===== src/rtl/bp_be_pkg.sv =====
// Shared backend constants and the stage-entry struct macro for the pipe tracker.
`ifndef BP_BE_PKG_SV
`define BP_BE_PKG_SV

package bp_be_pkg;
  localparam int bp_be_itag_width_gp     = 8;
  localparam int bp_be_pipe_stage_els_gp = 5;
endpackage

// Declares bp_be_stage_entry_s {v, itag} for a given itag width inside the using scope.
`define BP_BE_DECLARE_STAGE_ENTRY_S(itag_width_mp) \
  typedef struct packed { \
    logic                     v; \
    logic [itag_width_mp-1:0] itag; \
  } bp_be_stage_entry_s;

`endif


===== src/rtl/bp_be_itag_gen.sv =====
// Itag allocator: wrapping next-itag counter, with dense rewind on flush when
// BP_BE_ITAG_ROLLBACK_EN is defined.
module bp_be_itag_gen
  import bp_be_pkg::*;
#(
  parameter int itag_width_p = bp_be_itag_width_gp
) (
  input  logic                    clk_i,
  input  logic                    reset_i,
  input  logic                    issue_i,
  input  logic                    flush_i,
  input  logic                    stall_i,
  input  logic                    last_v_i,
  input  logic [itag_width_p-1:0] last_itag_i,
  input  logic                    commit_v_i,
  input  logic [itag_width_p-1:0] commit_itag_i,
  output logic [itag_width_p-1:0] next_itag_o
);

  logic [itag_width_p-1:0] r_next_itag;
  assign next_itag_o = r_next_itag;

`ifdef BP_BE_ITAG_ROLLBACK_EN
  logic [itag_width_p-1:0] r_last_commit;
  logic [itag_width_p-1:0] w_rewind_base;

  // Youngest surviving itag: a stalled final-stage entry, else the newest retirement.
  assign w_rewind_base = (last_v_i & stall_i) ? last_itag_i
                       : (commit_v_i ? commit_itag_i : r_last_commit);

  always_ff @(posedge clk_i or posedge reset_i) begin
    if (reset_i) begin
      r_next_itag   <= '0;
      r_last_commit <= '1;
    end else begin
      if (commit_v_i) r_last_commit <= commit_itag_i;
      if (flush_i)      r_next_itag <= w_rewind_base + itag_width_p'(1);
      else if (issue_i) r_next_itag <= r_next_itag + itag_width_p'(1);
    end
  end
`else
  logic w_unused;
  assign w_unused = ^{flush_i, stall_i, last_v_i, last_itag_i, commit_v_i, commit_itag_i};

  always_ff @(posedge clk_i or posedge reset_i) begin
    if (reset_i)      r_next_itag <= '0;
    else if (issue_i) r_next_itag <= r_next_itag + itag_width_p'(1);
  end
`endif

endmodule


===== src/rtl/bp_be_pipe_tracker.sv =====
// In-flight instruction tracker: tags issues, shifts {v, itag} down a fixed-depth pipe,
// commits from the final stage. Optional BP_BE_ITAG_ROLLBACK_EN keeps itags dense on flush.
module bp_be_pipe_tracker
  import bp_be_pkg::*;
#(
  parameter  int itag_width_p     = bp_be_itag_width_gp,
  parameter  int pipe_stage_els_p = bp_be_pipe_stage_els_gp,
  localparam int cnt_w_lp         = $clog2(pipe_stage_els_p+1)
) (
  input  logic                                     clk_i,
  input  logic                                     reset_i,
  input  logic                                     issue_v_i,
  output logic                                     issue_ready_o,
  output logic [itag_width_p-1:0]                  issue_itag_o,
  input  logic                                     stall_i,
  input  logic                                     flush_i,
  output logic [pipe_stage_els_p-1:0]              stage_v_o,
  output logic [pipe_stage_els_p*itag_width_p-1:0] stage_itag_o,
  output logic                                     commit_v_o,
  output logic [itag_width_p-1:0]                  commit_itag_o,
  output logic [cnt_w_lp-1:0]                      inflight_o
);

  `BP_BE_DECLARE_STAGE_ENTRY_S(itag_width_p)

  localparam int last_lp = pipe_stage_els_p - 1;

  bp_be_stage_entry_s      r_stage [pipe_stage_els_p];
  logic                    w_issue_acc;
  logic [itag_width_p-1:0] w_next_itag;
  logic [cnt_w_lp-1:0]     w_inflight;

  assign issue_ready_o = ~stall_i & ~flush_i;
  assign w_issue_acc   = issue_v_i & issue_ready_o;
  assign issue_itag_o  = w_next_itag;
  assign commit_v_o    = r_stage[last_lp].v & ~stall_i;
  assign commit_itag_o = r_stage[last_lp].itag;

  bp_be_itag_gen #(.itag_width_p(itag_width_p)) u_itag_gen (
    .clk_i        (clk_i),
    .reset_i      (reset_i),
    .issue_i      (w_issue_acc),
    .flush_i      (flush_i),
    .stall_i      (stall_i),
    .last_v_i     (r_stage[last_lp].v),
    .last_itag_i  (r_stage[last_lp].itag),
    .commit_v_i   (commit_v_o),
    .commit_itag_i(commit_itag_o),
    .next_itag_o  (w_next_itag)
  );

  // Unstalled flush: the entry sliding into the final stage came from a killed stage.
  always_ff @(posedge clk_i or posedge reset_i) begin
    if (reset_i) begin
      for (int k = 0; k < pipe_stage_els_p; k++) r_stage[k] <= '0;
    end else if (!stall_i) begin
      r_stage[0] <= {w_issue_acc, w_next_itag};
      for (int k = 1; k < pipe_stage_els_p; k++)
        r_stage[k] <= {r_stage[k-1].v & ~flush_i, r_stage[k-1].itag};
    end else if (flush_i) begin
      for (int k = 0; k < last_lp; k++) r_stage[k].v <= 1'b0;
    end
  end

  genvar g;
  generate
    for (g = 0; g < pipe_stage_els_p; g++) begin : g_out
      assign stage_v_o[g]                                  = r_stage[g].v;
      assign stage_itag_o[g*itag_width_p +: itag_width_p] = r_stage[g].itag;
    end
  endgenerate

  always_comb begin
    w_inflight = '0;
    for (int k = 0; k < pipe_stage_els_p; k++)
      w_inflight = w_inflight + cnt_w_lp'(r_stage[k].v);
  end
  assign inflight_o = w_inflight;

endmodule


===== config.mk =====
export PLATFORM = sky130hd
export DESIGN_NAME = bp_be_pipe_tracker
export DESIGN_NICKNAME = d
export VERILOG_FILES = /design/src/rtl/bp_be_pkg.sv /design/src/rtl/bp_be_itag_gen.sv /design/src/rtl/bp_be_pipe_tracker.sv
export SDC_FILE = /design/constraint.sdc
export NUM_CORES = 1
export LEC_CHECK = 0
export ABC_AREA = 1
export CORE_MARGIN = 3
export CORE_UTILIZATION = 46
export DETAILED_ROUTE_END_ITERATION = 10
export GPL_TIMING_DRIVEN = 0
export PLACE_DENSITY = 0.78
export SYNTH_ARGS = -nofsm -noshare
export SYNTH_HDL_FRONTEND = slang
export SYNTH_SLANG_ARGS = --single-unit

===== constraint.sdc =====
create_clock -name clk_i -period 2.85 [get_ports clk_i]
set_input_delay 0.855 -clock clk_i [delete_from_list [all_inputs] [get_ports clk_i]]
set_output_delay 0.855 -clock clk_i [all_outputs]
set_load 0.01 [all_outputs]

==> impl_metrics.ini <==
[critical_path]
required_ns = 2.00
critical-path-slowest-cell = fa_1
worstReg2RegEnd = u_itag_gen.next_itag_o[6]
max_stage_delay_ns = 0.49
regToRegSetupSlack_ns = 1.70
crit_chain = fa_1 -> fa_2 -> ha_4 -> buf_6
cp-start-kind = flop
worstPathArrival_ns = 1.94
r2r_start = u_itag_gen.next_itag_o[0]
reg2reg_depth = 6
end_kind = primary output
crit_type = reg -> out
crit_fanout = 2

[timing]
relSlewSlack = 0.706
setup_tns_ns = 0
fmax_mhz = 358
fin_crit_sh = 0.979
holdWs_ns = 0.503
clock_skew_ns = 0.00629
slew_violations = 0
tightest_slew_ns = 0.441
hold_viol = 0
rsz0062_at_grt = yes
finalSetupViolCount = 0
period_needed_ns = 2.79

[synth]
synth_cell_types = 19
ys_seq_area_frac = 0.599
syn_area_um2 = 2220
avgSynthCellArea_um2 = 9.01
ys_ff_latch = 53
syn_inst = 246
yosysWarningCount = 0
syn-num-nets = 255

[hold_path]
min_from = stage_itag_o[17]
whs_path_depth = 2
min_to = stage_itag_o[25]
holdCritPathClass = reg -> reg

[place]
gp_congestion = 0.752
hpwl_mm = 3.41
portBuffers = 70

[status]
outcome = complete, no violations

[power_and_ir_drop]
power.share.switching = 0.327
pwr-share-clk = 0.182
p_seq_frac = 0.469
peakVddDrop_uv = 371
p_int_mw = 1.57
leakage_nw = 1.59
p_sw_mw = 0.762
pwr-share-comb = 0.349
power.density_nw_per_um2 = 748

[floorplan]
num_rows = 24
placeableCoreArea_um2 = 4500
die_x_um = 75.4
die-area_um2 = 5690
ios = 71
die_h_um = 75.4
initial_core_util = 0.492

[layout]
nets = 335
drive_gt1_frac = 0.113
most-common-layout-cells = nand2_1 (115), clkdlybuf4s50_1 (64), dfrtp_1 (53)
final_common_cell = nand2_1
syn_to_final_growth_pct = 40.7
diodes = 0

[route]
vias_per_cell = 4.63
first_pass_iters = 4
postRouteAntennaNets = 0
drtIter0Drc = 96
routed_wl_mm = 4.61
wire_per_inst_um = 12.2
num_vias = 1753
drc_errors = 0

[cts]
htree_levels = 2
clockRootBuffer = clkbuf_8
cts_sinks = 53
clk_latency_ns = 0.30
cts_tree = built
path_clk_slew_ns = 0.10
cts_buffers = 5
cts_hold_buf = 0
cts_max_path_buffers = 2

[grt]
grt_usage = 0.175
grt_first_pass_wirelength_mm = 7.65
gr-total-overflow = 0
grt_pass1_vias = 1657
grt_max_degree = 44
antenna_found_initial = 0

[job]
timing.max_cap.violations = 0
## worst max-delay path by stage
stage	from	end	slack [ns]	depth (start not counted)
floorplan	stage_v_o[0]	inflight_o[1]	0.39	3
global placement	stall_i	commit_v_o	-0.38	4
detailed placement	stall_i	commit_v_o	-0.39	4
CTS	flush_i	issue_ready_o	0.004	3
global route	stage_v_o[0]	inflight_o[1]	-0.005	4
finish	stage_v_o[0]	inflight_o[1]	0.06	4
## layer usage
metal | up-vias | GRT usage | part of all wire
li1 | 894 | - | -
met1 | 800 | 0.226 | 0.45
met2 | 53 | 0.298 | 0.48
met3 | 6 | 0.0435 | 0.058
met4 | 0 | 0.0408 | 0.0087
met5 | - | 0 | 0
## cell usage after synthesis, drive strengths merged
library cell | count | share of area
o22ai | 4 | 0.011
ha | 2 | 0.011
buf | 12 | 0.040
o21ai | 10 | 0.023
nand3 | 7 | 0.016
nor2 | 6 | 0.017
nand2 | 117 | 0.20
xor2 | 4 | 0.016
clkbuf | 5 | 0.0085
dfrtp | 53 | 0.60
nor3 | 1 | 0.0023
fa | 2 | 0.018
inv | 23 | 0.039
## worst max-delay path, delay by kind of cell (launching register included)
family	cells	cell delay [ns]
buffers and inverters	1	0.09
DFF	1	0.41
adders and majority gates	3	1.13
## what timing repair did
item,4_1_cts,5_1_grt
endpoints found under the setup margin,5,4
endpoints found under the hold margin,0,0
gates resized for setup,15,3
pin swaps,1,1
setup buffers,2,0
## state kept, by name, indices dropped and copies added (netlist names)
| register | cells |
|---|---|
| u_itag_gen.next_itag_o | 8 |
| stage_v_o | 5 |
| stage_itag_o | 32 |
| commit_itag_o | 8 |
## power groups by stage
stage | Sequential, mW | Combinational [mW] | Clock, mW
after floorplan | 1.17 | 0.263 | 0
final | 1.09 | 0.814 | 0.425
after global placement | 1.11 | 0.806 | 0
after detailed placement | 1.11 | 0.824 | 0
after global routing | 1.12 | 0.903 | 0.465
after CTS | 1.10 | 0.830 | 0.435
## cell type report
type	count	area, um^2
clock buffers	5	68.8
multi-input cells	153	712
well taps	52	65.1
clock inverters	3	22.5
repair buffers	73	727
plain buffers	17	110
fillers	366	1390
flip-flops and latches	53	1330
inverters	23	86.3
## cells by family after synthesis
logic type	Yosys count	share of synthesized area
XOR/XNOR	4	0.0158
buffers and inverters	40	0.0870
AND/OR/NAND/NOR	131	0.235
AO/OA/AOI/OAI	14	0.0339
adder cells (fa/ha/maj)	4	0.0294
flip-flops	53	0.599
## metrics by stage
stage                     setup WS, ns  instances   util  area [um^2]  power, mW
after floorplan                  0.395        246      -         2220       1.43
after global placement          -0.380        368  0.662         2980       1.91
after detailed placement        -0.389        369  0.666         3000       1.93
after CTS                      0.00407        379  0.694         3130       2.36
after global routing          -0.00477        379  0.692         3120       2.48
final                           0.0599        379  0.692         3120       2.33
(Power assumes the default switching activity.)
